==> src/rtl/mpa_rf_wb_arbiter_if.sv <==
// Writeback request bundle: NUM_REQ requesters presenting destination register and data.
// Handshake: a transfer happens on a rising edge where REQ_VALID[i] & REQ_READY[i]; VALID must not depend on READY.
interface mpa_rf_wb_arbiter_if #(
    parameter int NUM_REQ = 3,
    parameter int AW      = 5,
    parameter int DW      = 32
);
    logic [NUM_REQ-1:0]    REQ_VALID;
    logic [NUM_REQ-1:0]    REQ_READY;
    logic [NUM_REQ*AW-1:0] REQ_ADDR;
    logic [NUM_REQ*DW-1:0] REQ_DATA;

    modport master (
        output REQ_VALID,
        output REQ_ADDR,
        output REQ_DATA,
        input  REQ_READY
    );

    modport slave (
        input  REQ_VALID,
        input  REQ_ADDR,
        input  REQ_DATA,
        output REQ_READY
    );
endinterface

==> src/rtl/mpa_rf_wb_arbiter.sv <==
// Register-file writeback arbiter with pending-write scoreboard for RAW hazard checks.
// Define MPA_WB_FIXED_PRIO_EN for fixed lowest-index priority instead of round-robin.
module mpa_rf_wb_arbiter #(
    parameter int NUM_REQ = 3,
    parameter int AW      = 5,
    parameter int DW      = 32
) (
    input  logic           CLK,
    input  logic           HW_RST,
    mpa_rf_wb_arbiter_if.slave req,
    output logic           RF_WE,
    output logic [AW-1:0]  RF_A2,
    output logic [DW-1:0]  RF_DIN,
    input  logic           RES_SET,
    input  logic [AW-1:0]  RES_ADDR,
    input  logic [AW-1:0]  CHK_A0,
    input  logic [AW-1:0]  CHK_A1,
    output logic           CHK_BUSY0,
    output logic           CHK_BUSY1,
    output logic [5:0]     BUSY_CNT,
    output logic           SB_ERR
);
    localparam int NREG = 1 << AW;

    logic            rf_we_q;
    logic [AW-1:0]   rf_a2_q;
    logic [DW-1:0]   rf_din_q;
    logic [NREG-1:0] busy_q;
    logic [NREG-1:0] busy_d;
    logic            sb_err_q;
    logic            sb_err_d;
    logic [5:0]      busy_cnt_q;

    logic            win_found;
    int              win_idx;
    int              scan;
    logic [AW-1:0]   win_addr;
    logic [DW-1:0]   win_data;
    logic            wr_en_d;
    logic            res_hit;
    logic            clr_same;

`ifndef MPA_WB_FIXED_PRIO_EN
    localparam int PW = (NUM_REQ > 1) ? $clog2(NUM_REQ) : 1;
    logic [PW-1:0] rr_ptr_q;
    logic [PW-1:0] rr_ptr_d;
`endif

    // Winner search: the first valid requester met, starting at the priority origin.
    always_comb begin
        win_found = 1'b0;
        win_idx   = 0;
        win_addr  = '0;
        win_data  = '0;
        scan      = 0;
        for (int k = 0; k < NUM_REQ; k++) begin
`ifdef MPA_WB_FIXED_PRIO_EN
            scan = k;
`else
            scan = int'(rr_ptr_q) + k;
            if (scan >= NUM_REQ) begin
                scan = scan - NUM_REQ;
            end
`endif
            if (!win_found && req.REQ_VALID[scan]) begin
                win_found = 1'b1;
                win_idx   = scan;
                win_addr  = req.REQ_ADDR[scan*AW +: AW];
                win_data  = req.REQ_DATA[scan*DW +: DW];
            end
        end
    end

    always_comb begin
        req.REQ_READY = '0;
        for (int i = 0; i < NUM_REQ; i++) begin
            req.REQ_READY[i] = win_found && (win_idx == i);
        end
    end

    // Writes to r0 are accepted and discarded.
    assign wr_en_d = win_found && (win_addr != '0);

`ifndef MPA_WB_FIXED_PRIO_EN
    always_comb begin
        rr_ptr_d = rr_ptr_q;
        if (win_found) begin
            if (win_idx == NUM_REQ - 1) begin
                rr_ptr_d = '0;
            end else begin
                rr_ptr_d = PW'(win_idx + 1);
            end
        end
    end
`endif

    // A reservation landing on the register being retired this cycle is a legal hand-over, set wins.
    always_comb begin
        busy_d   = busy_q;
        sb_err_d = sb_err_q;
        res_hit  = RES_SET && (RES_ADDR != '0);
        clr_same = rf_we_q && (rf_a2_q == RES_ADDR);
        if (rf_we_q && !busy_q[rf_a2_q]) begin
            sb_err_d = 1'b1;
        end
        if (res_hit && busy_q[RES_ADDR] && !clr_same) begin
            sb_err_d = 1'b1;
        end
        if (rf_we_q) begin
            busy_d[rf_a2_q] = 1'b0;
        end
        if (res_hit) begin
            busy_d[RES_ADDR] = 1'b1;
        end
        busy_d[0] = 1'b0;
    end

    function automatic logic [5:0] popcnt(input logic [NREG-1:0] v);
        logic [5:0] c;
        c = '0;
        for (int i = 0; i < NREG; i++) begin
            c = c + {5'b0, v[i]};
        end
        return c;
    endfunction

    always_ff @(posedge CLK) begin
        if (HW_RST) begin
            rf_we_q    <= 1'b0;
            rf_a2_q    <= '0;
            rf_din_q   <= '0;
            busy_q     <= '0;
            sb_err_q   <= 1'b0;
            busy_cnt_q <= '0;
`ifndef MPA_WB_FIXED_PRIO_EN
            rr_ptr_q   <= '0;
`endif
        end else begin
            rf_we_q <= wr_en_d;
            if (wr_en_d) begin
                rf_a2_q  <= win_addr;
                rf_din_q <= win_data;
            end
            busy_q     <= busy_d;
            sb_err_q   <= sb_err_d;
            busy_cnt_q <= popcnt(busy_q);
`ifndef MPA_WB_FIXED_PRIO_EN
            rr_ptr_q   <= rr_ptr_d;
`endif
        end
    end

    assign RF_WE     = rf_we_q;
    assign RF_A2     = rf_a2_q;
    assign RF_DIN    = rf_din_q;
    assign CHK_BUSY0 = busy_q[CHK_A0];
    assign CHK_BUSY1 = busy_q[CHK_A1];
    assign BUSY_CNT  = busy_cnt_q;
    assign SB_ERR    = sb_err_q;
endmodule

==> src/flat_wrapper.sv <==
// flat-port wrapper written by rule: the top's interface ports become plain ports
module mpa_rf_wb_arbiter_flat 
#(
    parameter int NUM_REQ = 3,
    parameter int AW      = 5,
    parameter int DW      = 32
)
  (CLK, HW_RST, RF_WE, RF_A2, RF_DIN, RES_SET, RES_ADDR, CHK_A0, CHK_A1, CHK_BUSY0, CHK_BUSY1, BUSY_CNT, SB_ERR, req_REQ_VALID, req_REQ_ADDR, req_REQ_DATA, req_REQ_READY);
  mpa_rf_wb_arbiter_if #(.NUM_REQ(NUM_REQ), .AW(AW), .DW(DW)) req_i ();
  input  logic CLK;
  input  logic HW_RST;
  output logic RF_WE;
  output logic [AW-1:0] RF_A2;
  output logic [DW-1:0] RF_DIN;
  input  logic RES_SET;
  input  logic [AW-1:0] RES_ADDR;
  input  logic [AW-1:0] CHK_A0;
  input  logic [AW-1:0] CHK_A1;
  output logic CHK_BUSY0;
  output logic CHK_BUSY1;
  output logic [5:0] BUSY_CNT;
  output logic SB_ERR;
  input wire logic [$bits(req_i.REQ_VALID)-1:0] req_REQ_VALID;
  input wire logic [$bits(req_i.REQ_ADDR)-1:0] req_REQ_ADDR;
  input wire logic [$bits(req_i.REQ_DATA)-1:0] req_REQ_DATA;
  output wire logic [$bits(req_i.REQ_READY)-1:0] req_REQ_READY;
  assign req_i.REQ_VALID = req_REQ_VALID;
  assign req_i.REQ_ADDR = req_REQ_ADDR;
  assign req_i.REQ_DATA = req_REQ_DATA;
  assign req_REQ_READY = req_i.REQ_READY;
  mpa_rf_wb_arbiter #(.NUM_REQ(NUM_REQ), .AW(AW), .DW(DW)) u_core (.CLK(CLK), .HW_RST(HW_RST), .req(req_i), .RF_WE(RF_WE), .RF_A2(RF_A2), .RF_DIN(RF_DIN), .RES_SET(RES_SET), .RES_ADDR(RES_ADDR), .CHK_A0(CHK_A0), .CHK_A1(CHK_A1), .CHK_BUSY0(CHK_BUSY0), .CHK_BUSY1(CHK_BUSY1), .BUSY_CNT(BUSY_CNT), .SB_ERR(SB_ERR));
endmodule
==> config.mk <==
export PLATFORM = sky130hd
export DESIGN_NAME = mpa_rf_wb_arbiter_flat
export DESIGN_NICKNAME = d
export VERILOG_FILES = /design/src/rtl/mpa_rf_wb_arbiter_if.sv /design/src/rtl/mpa_rf_wb_arbiter.sv /design/src/flat_wrapper.sv
export SDC_FILE = /design/constraint.sdc
export NUM_CORES = 1
export LEC_CHECK = 0
export BUFFER_PORTS_ARGS = -buffer_cell sky130_fd_sc_hd__buf_2
export CAP_MARGIN = 20
export CORE_UTILIZATION = 40
export CTS_CLUSTER_DIAMETER = 40
export DETAILED_ROUTE_END_ITERATION = 8
export PLACE_DENSITY = 0.65
export SYNTH_ARGS = -nofsm -noshare
export SYNTH_HDL_FRONTEND = slang
export SYNTH_SLANG_ARGS = --single-unit
==> constraint.sdc <==
create_clock -name CLK -period 6.16 [get_ports CLK]
set_input_delay 0.616 -clock CLK [delete_from_list [all_inputs] [get_ports CLK]]
set_output_delay 0.616 -clock CLK [all_outputs]
set_load 0.005 [all_outputs]
Yosys cells after proc, flatten, opt, wreduce, memory -nomap -nowiden
Cells that the tools add are included.
{"block": "totals", "regBits": 79, "input_bits": 132, "out_inout_bits": 50, "elab_cells": 134}
{"block": "classes", "n_addsub": 37, "multipliers": 3, "order_cmp": 12, "n_eq_ne": 3, "n_shift": 6, "n_mux": 41, "n_bitwise": 3, "reduce_logical": 21}
{"op": "$mux 32", "n": 11}
{"op": "$shiftx 96x32->32", "n": 3}
{"op": "$add 6x1->6", "n": 30}
{"op": "$lt 32x4->1 const B", "n": 3}
{"op": "$mul 32x4->32 const B", "n": 3}
{"op": "$shiftx 15x32->5", "n": 3}
{"op": "$ge 32x3->1 const B", "n": 2}
{"op": "$sub 32x3->32 const B", "n": 2}
{"op": "$and 32x32->32", "n": 1}
{"op": "$eq 32x2->1 const B", "n": 1}
{"op": "$eq 32x3->1 const B", "n": 1}
{"op": "$logic_not 32->1", "n": 1}
{"op": "$not 32->32", "n": 1}
{"op": "$or 32x32->32", "n": 1}
{"op": "$lt 5x6->1 const B", "n": 4}
{"op": "$bmux 1 s5", "n": 4}
{"op": "$mux 1", "n": 17}
{"op": "$mux 5", "n": 3}
{"op": "$logic_and 1x1->1", "n": 13}
{"op": "$demux 1 s5", "n": 2}
{"op": "$ge 5x1->1 const B", "n": 2}
{"op": "$reduce_bool 5->1", "n": 2}
{"op": "$bmux 1 s2", "n": 3}
{"op": "$eq 5x5->1", "n": 1}
{"op": "other kinds (9)", "n": 12}

Depth between registers and ports, before layout
Gate-level depths: netlist (run 1).
{"block": "depth", "ltp_word": 31, "ltp_mapped": 17, "depth_no_buf": 17}

Worst setup path after synthesis (run 1)
OpenSTA, ideal clock, no wires.
{"block": "synth_timing", "path_type": "register to register", "startpoint": "register u_core.busy_q[18]", "endpoint": "register u_core.busy_cnt_q[4] (netlist: u_core.BUSY_CNT[4])", "setup_time_ps": 128, "arrival_time_ps": 4471, "required_ps": 6032, "path_slack_ps": 1561, "stages_incl_launch_ff": 17, "path_buffers": 0, "synth_period_minus_slack_ps": 4599, "path_cell_list": "dfxtp_1 > fa_1 > inv_1 > fa_1 > inv_1 > fa_1 > inv_1 > fa_1 > fa_1 > fa_1 > fa_1 > inv_1 > fa_1 > a21o_1 > a21oi_1 > xor2_1 > nor2_1"}
{"block": "synth_between", "elab_chain_cells": 14}
{"element": "from (decl)", "line_no": "mpa_rf_wb_arbiter.sv:28", "text": "logic [NREG-1:0] busy_q;"}
{"element": "from (signal assigned)", "line_no": "mpa_rf_wb_arbiter.sv:144", "text": "busy_q <= busy_d;"}
{"element": "$add 6x1->6 (14 in series)", "line_no": "mpa_rf_wb_arbiter.sv:122", "text": "c = c + {5'b0, v[i]};"}
{"element": "to (signal assigned)", "line_no": "mpa_rf_wb_arbiter.sv:146", "text": "busy_cnt_q <= popcnt(busy_q);"}
{"element": "to (decl)", "line_no": "mpa_rf_wb_arbiter.sv:32", "text": "logic [5:0] busy_cnt_q;"}
No other way between the ends.
A chain may end at the register's enable or synchronous reset.

Worst setup path in the final report (run 1)
{"block": "layout_timing", "startpoint": "register u_core.busy_q[24]", "endpoint": "register u_core.busy_cnt_q[4] (netlist: u_core.BUSY_CNT[4])"}
{"block": "layout_between", "elab_chain_cells": 8}
{"element": "$add 6x1->6 (8 in series)", "line_no": "mpa_rf_wb_arbiter.sv:122"}
No other way between the ends.

==> results.cfg, run 1 <==
[status]
outcome = finished clean

[critical_path]
reg2reg_depth = 16
start_kind = register
crit_chain = inv_1 > fa_1 > fa_1 > inv_1 > fa_1 > inv_1 > fa_1 > fa_1 > fa_1 > fa_1 > inv_1 > fa_1 > a21o_1 > a21oi_1 > xor2_1 > nor2_1
worst_path_max_delay_cell = fa_1
worst_r2r_startpoint = u_core.busy_q[24]
critPathLaunch = u_core.busy_q[24]
reg2reg_to = u_core.BUSY_CNT[4]
crit_required_ps = 6370
critPathKind = reg2reg
cp-end-kind = register
crit_fanout = 6
cp-endpoint = u_core.BUSY_CNT[4]
path_common_cell = fa_1
cpPeakStageDelay_ps = 510
reg2reg_slack_ps = 1320
crit_arrival_ps = 5050

[pwr]
peakVddDrop_uv = 203
power_leakage_nw = 3.86
finalPower_mw = 3.20
power_density_mw_per_mm2 = 341

[timing]
fin_skew_ps = 11.5
setup_slack_ps = 1320
relSlewSlack_pct = 37.5
hold_viol = 0
rsz0062_at_grt = false
finalCriticalPeriod_ps = 4840
fmax_mhz = 207
setup-tns-final_ps = 0
worst_pin_slew_ps = 936
finalMaxSlewViolations = 0
fin_crit_sh_pct = 78.5
setup_viol = 0

[detailed_routing]
ant_nets = 0
drt_wl_total_um = 25900
drt_pass1_iterations = 5
drc = 0
post_drt_via_cell_ratio = 5.73
drtIter0Drc = 599
vias = 8274
wl_per_cell_um = 18.0

[yosys]
netlist_area_mm2 = 0.00815
synth_area_leaders = dfxtp_1 19%, mux2i_1 18%, nand2_1 10%, o21ai_0 9.4%, mux4_2 9.1%
synth.top_cell.area_share_pct = 19.1
synth-seq-area-share_pct = 19.1
yosys_warnings = 0
synth_edf_count = 0
syn_nets = 1231
ys_async_sr_fraction_pct = 0
ys_dominant_reg_cell = dfxtp_1
ys_types = 54
avgSynthCellArea_um2 = 7.71
synth_seq_cells = 78
synthCells = 1058
synth_top_area_cell = dfxtp_1

[cells_and_area]
drive_gt1_share_pct = 21.7
nets = 1346
antenna_cells = 0
regArea_mm2 = 0.00156
multi_input_comb_area_mm2 = 0.00604
design_area_mm2 = 0.00940
fillers = 1937
area_delta_synth_final_pct = 15.3

[cts]
cts_tree = done
cts_buffer_depth = 2
cts.sinks = 78
cts_resized = 0
cts_setup_buffers = 0
cts_root_buffer = clkbuf_16
hold_buffers = 0
clk_latency_ps = 350
path_clk_slew_ps = 70
cts_buffers = 9
htree_levels = 3

[min_path]
hp-class = reg2reg

[global_route]
grt_pass1_wl_um = 41300
grt_max_degree = 78
first_global_vias = 7776
overflow = 0
antenna_found_initial = 0
grt_use_total_pct = 25.6

[floorplanning]
start_util_pct = 41.4
pin_count = 182
dieArea_mm2 = 0.0210
die_h_um = 145
rows = 51
die_x_um = 145
coreArea_mm2 = 0.0197

[placement]
place_ws_ps = 1310
placed_cell_area_mm2 = 0.00910
io_buffers = 181
gp_congestion = 0.955
hpwl_um = 17600

[run]
max_cap_violations = 0
-- how the worst min path moves through the flow --
stage / slack (ps) / startpoint / cells after the start / end
floorplan: 480 / u_core.busy_q[1] / 2 / u_core.busy_q[1]
CTS: 500 / u_core.RF_DIN[24] / 2 / u_core.RF_DIN[24]
global route: 520 / u_core.RF_DIN[5] / 2 / u_core.RF_DIN[5]
detailed placement: 480 / u_core.RF_DIN[11] / 2 / u_core.RF_DIN[11]
global placement: 470 / u_core.RF_DIN[13] / 2 / u_core.RF_DIN[13]
finish: 490 / u_core.RF_DIN[1] / 2 / u_core.RF_DIN[1]
-- state kept, by name, summed over array words and instances, names as in the netlist --
signal,cells
u_core.BUSY_CNT,6
u_core.RF_A2,5
u_core.RF_DIN,32
u_core.RF_WE,1
u_core.SB_ERR,1
u_core.busy_q,31
u_core.rr_ptr_q,2
-- power breakdown --
group          switching, mW  internal, mW
logic                   1.13         0.819
clock network          0.238         0.326
registers              0.101         0.586
-- final cells by class --
cell class | instances | share of cell area, %
Sequential cell | 78 | 16.6
Tap cell | 265 | 3.53
Timing Repair Buffer | 192 | 10.5
Inverter | 49 | 1.96
Multi-Input combinational cell | 843 | 64.2
Clock buffer | 11 | 2.58
Clock inverter | 5 | 0.612
-- synthesized netlist by cell type, drive strengths merged, types with 6 or more instances --
library cell and count:
buf 25, nor2b 8, dfxtp 78, o21ai 154, nor2 59, clkbuf 63
a22oi 37, nand4 7, fa 24, and3 6, nand2 222, mux4 33
mux2i 144, inv 49, nand3b 6, nand3 22, a21oi 40, ha 17
nor3b 6
-- layer usage --
layer  vias up  GRT usage (%)  share of wire (%)
li1       3942              -                  -
met4         0           9.58                2.3
met3        48           7.96                9.7
met5         -              0                  0
met2       388           40.5                 45
met1      3896           32.5                 43
-- placed cells by master, fill, tap and decap left out, types with 3 or more instances in the layout --
master / n
a21o_1: 5
a21oi_1: 40
a22oi_1: 37
and3_1: 6
and3b_1: 3
buf_2: 181
buf_4: 10
clkbuf_16: 9
dfxtp_1: 78
fa_1: 24
ha_1: 14
inv_1: 49
mux2i_1: 144
mux4_2: 33
nand2_1: 222
nand2b_1: 4
nand3_1: 22
nand3b_1: 6
nand4_1: 7
nor2_1: 59
nor2b_1: 6
nor3_1: 5
nor3b_1: 6
o21ai_0: 153
xnor2_1: 3
xor2_1: 5
-- stage by stage --
| stage | util, % | hold WS (ps) | std cells |
|---|---|---|---|
| floorplan | - | 480 | 1058 |
| global placement | 46.1 | 470 | 1426 |
| detailed placement | 46.1 | 481 | 1426 |
| CTS | 47.7 | 498 | 1442 |
| global route | 47.7 | 516 | 1443 |
| finish | 47.7 | 490 | 1443 |
-- worst max-delay path, delay by kind of cell (launching register included) --
family | cells | cell delay (ps)
AOI/OAI and AO/OA | 2 | 330
adders and majority gates | 8 | 3490
buffers and inverters | 4 | 250
and+or+nand+nor | 1 | 50
DFF | 1 | 400
xor gates and xnor gates | 1 | 170
-- logic make-up (layout without fill, tap and decap cells) --
group | count (synthesis) | count (layout) | synth area share (%)
fa+ha+maj | 41 | 41 | 8.50
simple gates | 362 | 362 | 19.3
buf+inv | 137 | 257 | 7.32
xor+xnor | 8 | 8 | 0.859
flops | 78 | 78 | 19.1
compound gates | 251 | 251 | 17.4
mux | 181 | 181 | 27.4
Note: power is estimated with default switching activity, not from simulation.
==> run 2: changes to the inputs <==
==> constraint.sdc (replaced) <==
create_clock -name CLK -period 4.89 [get_ports CLK]
set_input_delay 0.489 -clock CLK [delete_from_list [all_inputs] [get_ports CLK]]
set_output_delay 0.489 -clock CLK [all_outputs]
set_load 0.005 [all_outputs]
==> run 2 against run 1 <==
Via count fell by 1.0%. Die area did not move. Hold slack worse by 63 ps. Utilization grew 0.45 points. Total power grew 27%. Sequential power rose by 24%. Setup slack got worse by 1100 ps. Register-to-register slack got worse by 1100 ps. Critical path depth shrank 2. Clock power is 27% higher. Global-route usage is 0.25 points lower. Non-clock buffer count up 6. Largest power group unchanged.
==> results.cfg, run 2 (synthesis results as in run 1) <==
[pwr]
power_density_mw_per_mm2 = 427
combPwrFrac_pct = 61.2
power_switching_mw = 1.86
seq_power_share_pct = 21.1
power_leakage_nw = 3.89
power_frac_clock_pct = 17.7
intPower_mw = 2.19
p_sw_share_pct = 46.0
peakVddDrop_uv = 269
finalPower_mw = 4.05

[cts]
cts_tree = done
cts.sinks = 78
cts_buffers = 9
cts_resized = 0
clk_latency_ps = 350
hold_buffers = 0
cts_buffer_depth = 2
cts_setup_buffers = 0
path_clk_slew_ps = 70
cts_root_buffer = clkbuf_16
htree_levels = 3

[placement]
io_buffers = 181
hpwl_um = 17600
gp_congestion = 0.898
dp_cells = 1433

[floorplanning]
pin_count = 182
coreArea_mm2 = 0.0197
die_h_um = 145
rows = 51
start_util_pct = 41.4
die_x_um = 145
dieArea_mm2 = 0.0210

[detailed_routing]
drt_pass1_iterations = 5
wl_per_cell_um = 17.6
drt_wl_total_um = 25600
vias = 8189
drc = 0
drtIter0Drc = 574
ant_nets = 0
post_drt_via_cell_ratio = 5.65

[timing]
finalCriticalPeriod_ps = 4700
hold-worst-slack_ps = 427
setup_viol = 0
fin_crit_sh_pct = 96.2
rsz0062_at_grt = true
relSlewSlack_pct = 38.7
worst_pin_slew_ps = 919
fmax_mhz = 213
fin_skew_ps = 15.7
finalMaxSlewViolations = 0
hold_viol = 0

[critical_path]
start_kind = register
critPathKind = reg2reg
crit_fanout = 6
crit_arrival_ps = 4900
crit_required_ps = 5090
cp-end-kind = register

[global_route]
grt_max_degree = 77
first_global_vias = 7889
overflow = 0
grt_pass1_wl_um = 41300
antenna_found_initial = 1
grt_use_total_pct = 25.4

[cells_and_area]
regArea_mm2 = 0.00157
mostFrequentLayoutCell = nand2_1
area_delta_synth_final_pct = 16.4
final_cell_mix = 222 x nand2_1, 181 x buf_2, 153 x o21ai_0
largest_reg_flops = 32
fillers = 1963
final_cell_count_no_fill = 1450
multi_input_comb_area_mm2 = 0.00605
nets = 1352
drive_gt1_share_pct = 23.0

[status]
outcome = finished clean

[min_path]
hp-class = in2reg

[run]
max_cap_violations = 0
-- run 2: power by group through the flow --
| stage | Combinational [mW] | Clock (mW) | Sequential, mW |
|---|---|---|---|
| 3_3_place_gp | 2.44 | 0 | 0.866 |
| 2_1_floorplan | 1.96 | 0 | 0.817 |
| 5_1_grt | 2.75 | 0.758 | 0.871 |
| 3_5_place_dp | 2.47 | 0 | 0.867 |
| 6_report | 2.48 | 0.716 | 0.854 |
| 4_1_cts | 2.48 | 0.733 | 0.854 |
-- run 2: metal layers --
layer / vias up / part of all wire, % / global-route usage (%)
met1: 3843 / 42 / 32.1
met3: 51 / 8.9 / 6.88
met4: 0 / 2.4 / 8.37
li1: 3947 / - / -
met5: - / 0 / 0
met2: 348 / 47 / 41.6
-- run 2: final cells by class --
cell class              instances  share of cell area (%)
diodes                          1                  0.0264
clock inverters                 7                   0.844
multi-input cells             843                    63.8
flip-flops and latches         78                    16.5
inverters                      49                    1.94
repair buffers                198                    11.0
clock buffers                   9                    2.37
well taps                     265                    3.49
-- run 2: worst paths after layout --
| path | from | slack, ps | cells after the start | endpoint |
|---|---|---|---|---|
| setup / recovery | u_core.busy_q[4] | 190 | 14 | u_core.BUSY_CNT[4] |
| hold / removal | HW_RST | 430 | 3 | u_core.rr_ptr_q[1] |
| setup reg to reg | u_core.busy_q[4] | 190 | 14 | u_core.BUSY_CNT[4] |
| hold reg to reg | u_core.RF_DIN[3] | 490 | 2 | u_core.RF_DIN[3] |
-- run 2: critical path, stage by stage, from the launching register on --
cell     delay [ps]
dfxtp_2         380
inv_1            70
fa_1            580
fa_1            470
fa_1            540
fa_1            460
fa_1            480
fa_1            500
fa_1            160
inv_1            60
fa_2            350
a21o_1          170
a21oi_2         140
xor2_1          150
nor2_1           50
-- run 2: through the flow --
step	TNS [ps]	util (%)	setup WS (ps)	area, µm²
floorplan	0	-	291	8150
global placement	0	46.5	112	9160
detailed placement	0	46.5	63.3	9160
CTS	0	48.0	5.92	9470
global route	-57.3	48.1	-57.3	9490
finish	0	48.1	187	9490
==> run 3: changes to the inputs <==
--- a/config.mk
+++ b/config.mk
@@ -10,7 +10,6 @@
 export CORE_UTILIZATION = 40
 export CTS_CLUSTER_DIAMETER = 40
 export DETAILED_ROUTE_END_ITERATION = 8
-export PLACE_DENSITY = 0.65
 export SYNTH_ARGS = -nofsm -noshare
 export SYNTH_HDL_FRONTEND = slang
 export SYNTH_SLANG_ARGS = --single-unit
==> constraint.sdc (replaced) <==
create_clock -name CLK -period 6.1 [get_ports CLK]
set_input_delay 0.61 -clock CLK [delete_from_list [all_inputs] [get_ports CLK]]
set_output_delay 0.61 -clock CLK [all_outputs]
set_load 0.005 [all_outputs]
==> run 3 against run 2 <==
Utilization decreased by 0.43 points. Highest routed layer unchanged. Critical path type unchanged. Sequential cell count did not move. Total power shrank 20%. Global-route usage decreased by 0.17 points. Clock power down 20%. Fmax shrank 2.3%. Register-to-register slack better by 1100 ps. Via count decreased by 0.37%. Clock skew grew 3.4 ps.
==> results.cfg, run 3 (synthesis results as in run 1) <==
[status]
outcome = finished clean

[cts]
cts_buffers = 9
htree_levels = 3
cts_resized = 0
cts_buffer_depth = 2
cts.sinks = 78
path_clk_slew_ps = 70
cts_root_buffer = clkbuf_16
cts_setup_buffers = 0
cts_tree = done
clk_latency_ps = 340
hold_buffers = 0

[placement]
dp_cells = 1427
gp_congestion = 0.923
placed_cell_area_mm2 = 0.00910
io_buffers = 181
hpwl_um = 17700

[timing]
worst_pin_slew_ps = 935
fmax_mhz = 208
setup_viol = 0
fin_crit_sh_pct = 78.9
hold_viol = 0
rsz0062_at_grt = false
fin_skew_ps = 19.1
finalMaxSlewViolations = 0
finalCriticalPeriod_ps = 4810
setup-tns-final_ps = 0
hold-worst-slack_ps = 493
relSlewSlack_pct = 37.6

[pwr]
peakVddDrop_uv = 230
power_density_mw_per_mm2 = 343
power_leakage_nw = 3.85

[floorplanning]
pin_count = 182
coreArea_mm2 = 0.0197
rows = 51
start_util_pct = 41.4
dieArea_mm2 = 0.0210
die_x_um = 145
die_h_um = 145

[detailed_routing]
drt_wl_total_um = 25900
ant_nets = 0
post_drt_via_cell_ratio = 5.65
vias = 8159
drt_pass1_iterations = 5
wl_per_cell_um = 17.9
drc = 0
drtIter0Drc = 540

[global_route]
grt_pass1_wl_um = 41000
grt_max_degree = 78
grt_use_total_pct = 25.2
first_global_vias = 7715
overflow = 0
antenna_found_initial = 1

[cells_and_area]
design_area_mm2 = 0.00941
antenna_cells = 0
largest_reg_flops = 32
mostFrequentLayoutCell = nand2_1
final_cell_mix = 222 x nand2_1, 182 x buf_2, 153 x o21ai_0
final_cell_count_no_fill = 1443
area_delta_synth_final_pct = 15.4
drive_gt1_share_pct = 21.8
nets = 1346

[critical_path]
cpPeakStageDelay_ps = 510
start_kind = register
crit_fanout = 6
crit_arrival_ps = 5020
worst_path_max_delay_cell = fa_1
cp-end-kind = register
critPathKind = reg2reg
crit_chain = inv_1 > fa_1 > fa_1 > inv_1 > fa_1 > inv_1 > fa_1 > fa_1 > fa_1 > fa_1 > inv_1 > fa_1 > a21o_1 > a21oi_1 > xor2_1 > nor2_1
path_common_cell = fa_1
crit_required_ps = 6310

[run]
max_cap_violations = 0

[min_path]
hp-class = reg2reg
## run 3: cell count changes in the layout (fill, tap and decap cells not counted), moves of 2 or more
cell / change
buf_4: -6
dfxtp_1: +6
dfxtp_2: -6
clkinvlp_4: +2
## run 3: power breakdown
part | switching [mW] | leakage [nW] | internal (mW)
registers | 0.101 | 0.637 | 0.591
clock network | 0.251 | 0.139 | 0.322
logic | 1.14 | 3.07 | 0.828
total | 1.49 | 3.85 | 1.74
## run 3: worst max-delay path: cells and delay by family, from the launching register on
kind	cells	cell delay, ps
xor+xnor	1	160
compound gates	2	330
simple gates	1	50
fa+ha+maj	8	3490
buf+inv	4	260
flops	1	400
## run 3: metal layers
layer  track usage (%)  vias up  share of wire, %
met5                 0        -                 0
li1                  -     3941                 -
met3              6.88       29               7.7
met2              41.4      278                47
met1              32.6     3911                44
met4              6.26        0               1.3
## run 3: through the flow
stage	power (mW)	setup WS, ps	util (%)
after floorplan	2.23	1500	-
after global placement	2.64	1330	46.1
after detailed placement	2.67	1300	46.2
after CTS	3.25	1290	47.7
after global routing	3.50	1020	47.7
final	3.23	1290	47.7
## run 3: path summary, 6_finish.rpt
path,from,to,slack (ps),cells after the start
max,u_core.busy_q[24],u_core.BUSY_CNT[4],1290,16
max reg2reg,u_core.busy_q[24],u_core.BUSY_CNT[4],1290,16
min reg2reg,u_core.RF_DIN[23],u_core.RF_DIN[23],490,2
min,u_core.RF_DIN[23],u_core.RF_DIN[23],490,2
## run 3: area by class of cell
type | instances | area, µm²
fillers | 1997 | 10300
multi-input cells | 843 | 6040
flip-flops and latches | 78 | 1560
repair buffers | 192 | 986
well taps | 265 | 332
clock buffers | 9 | 225
inverters | 49 | 184
clock inverters | 7 | 78.8
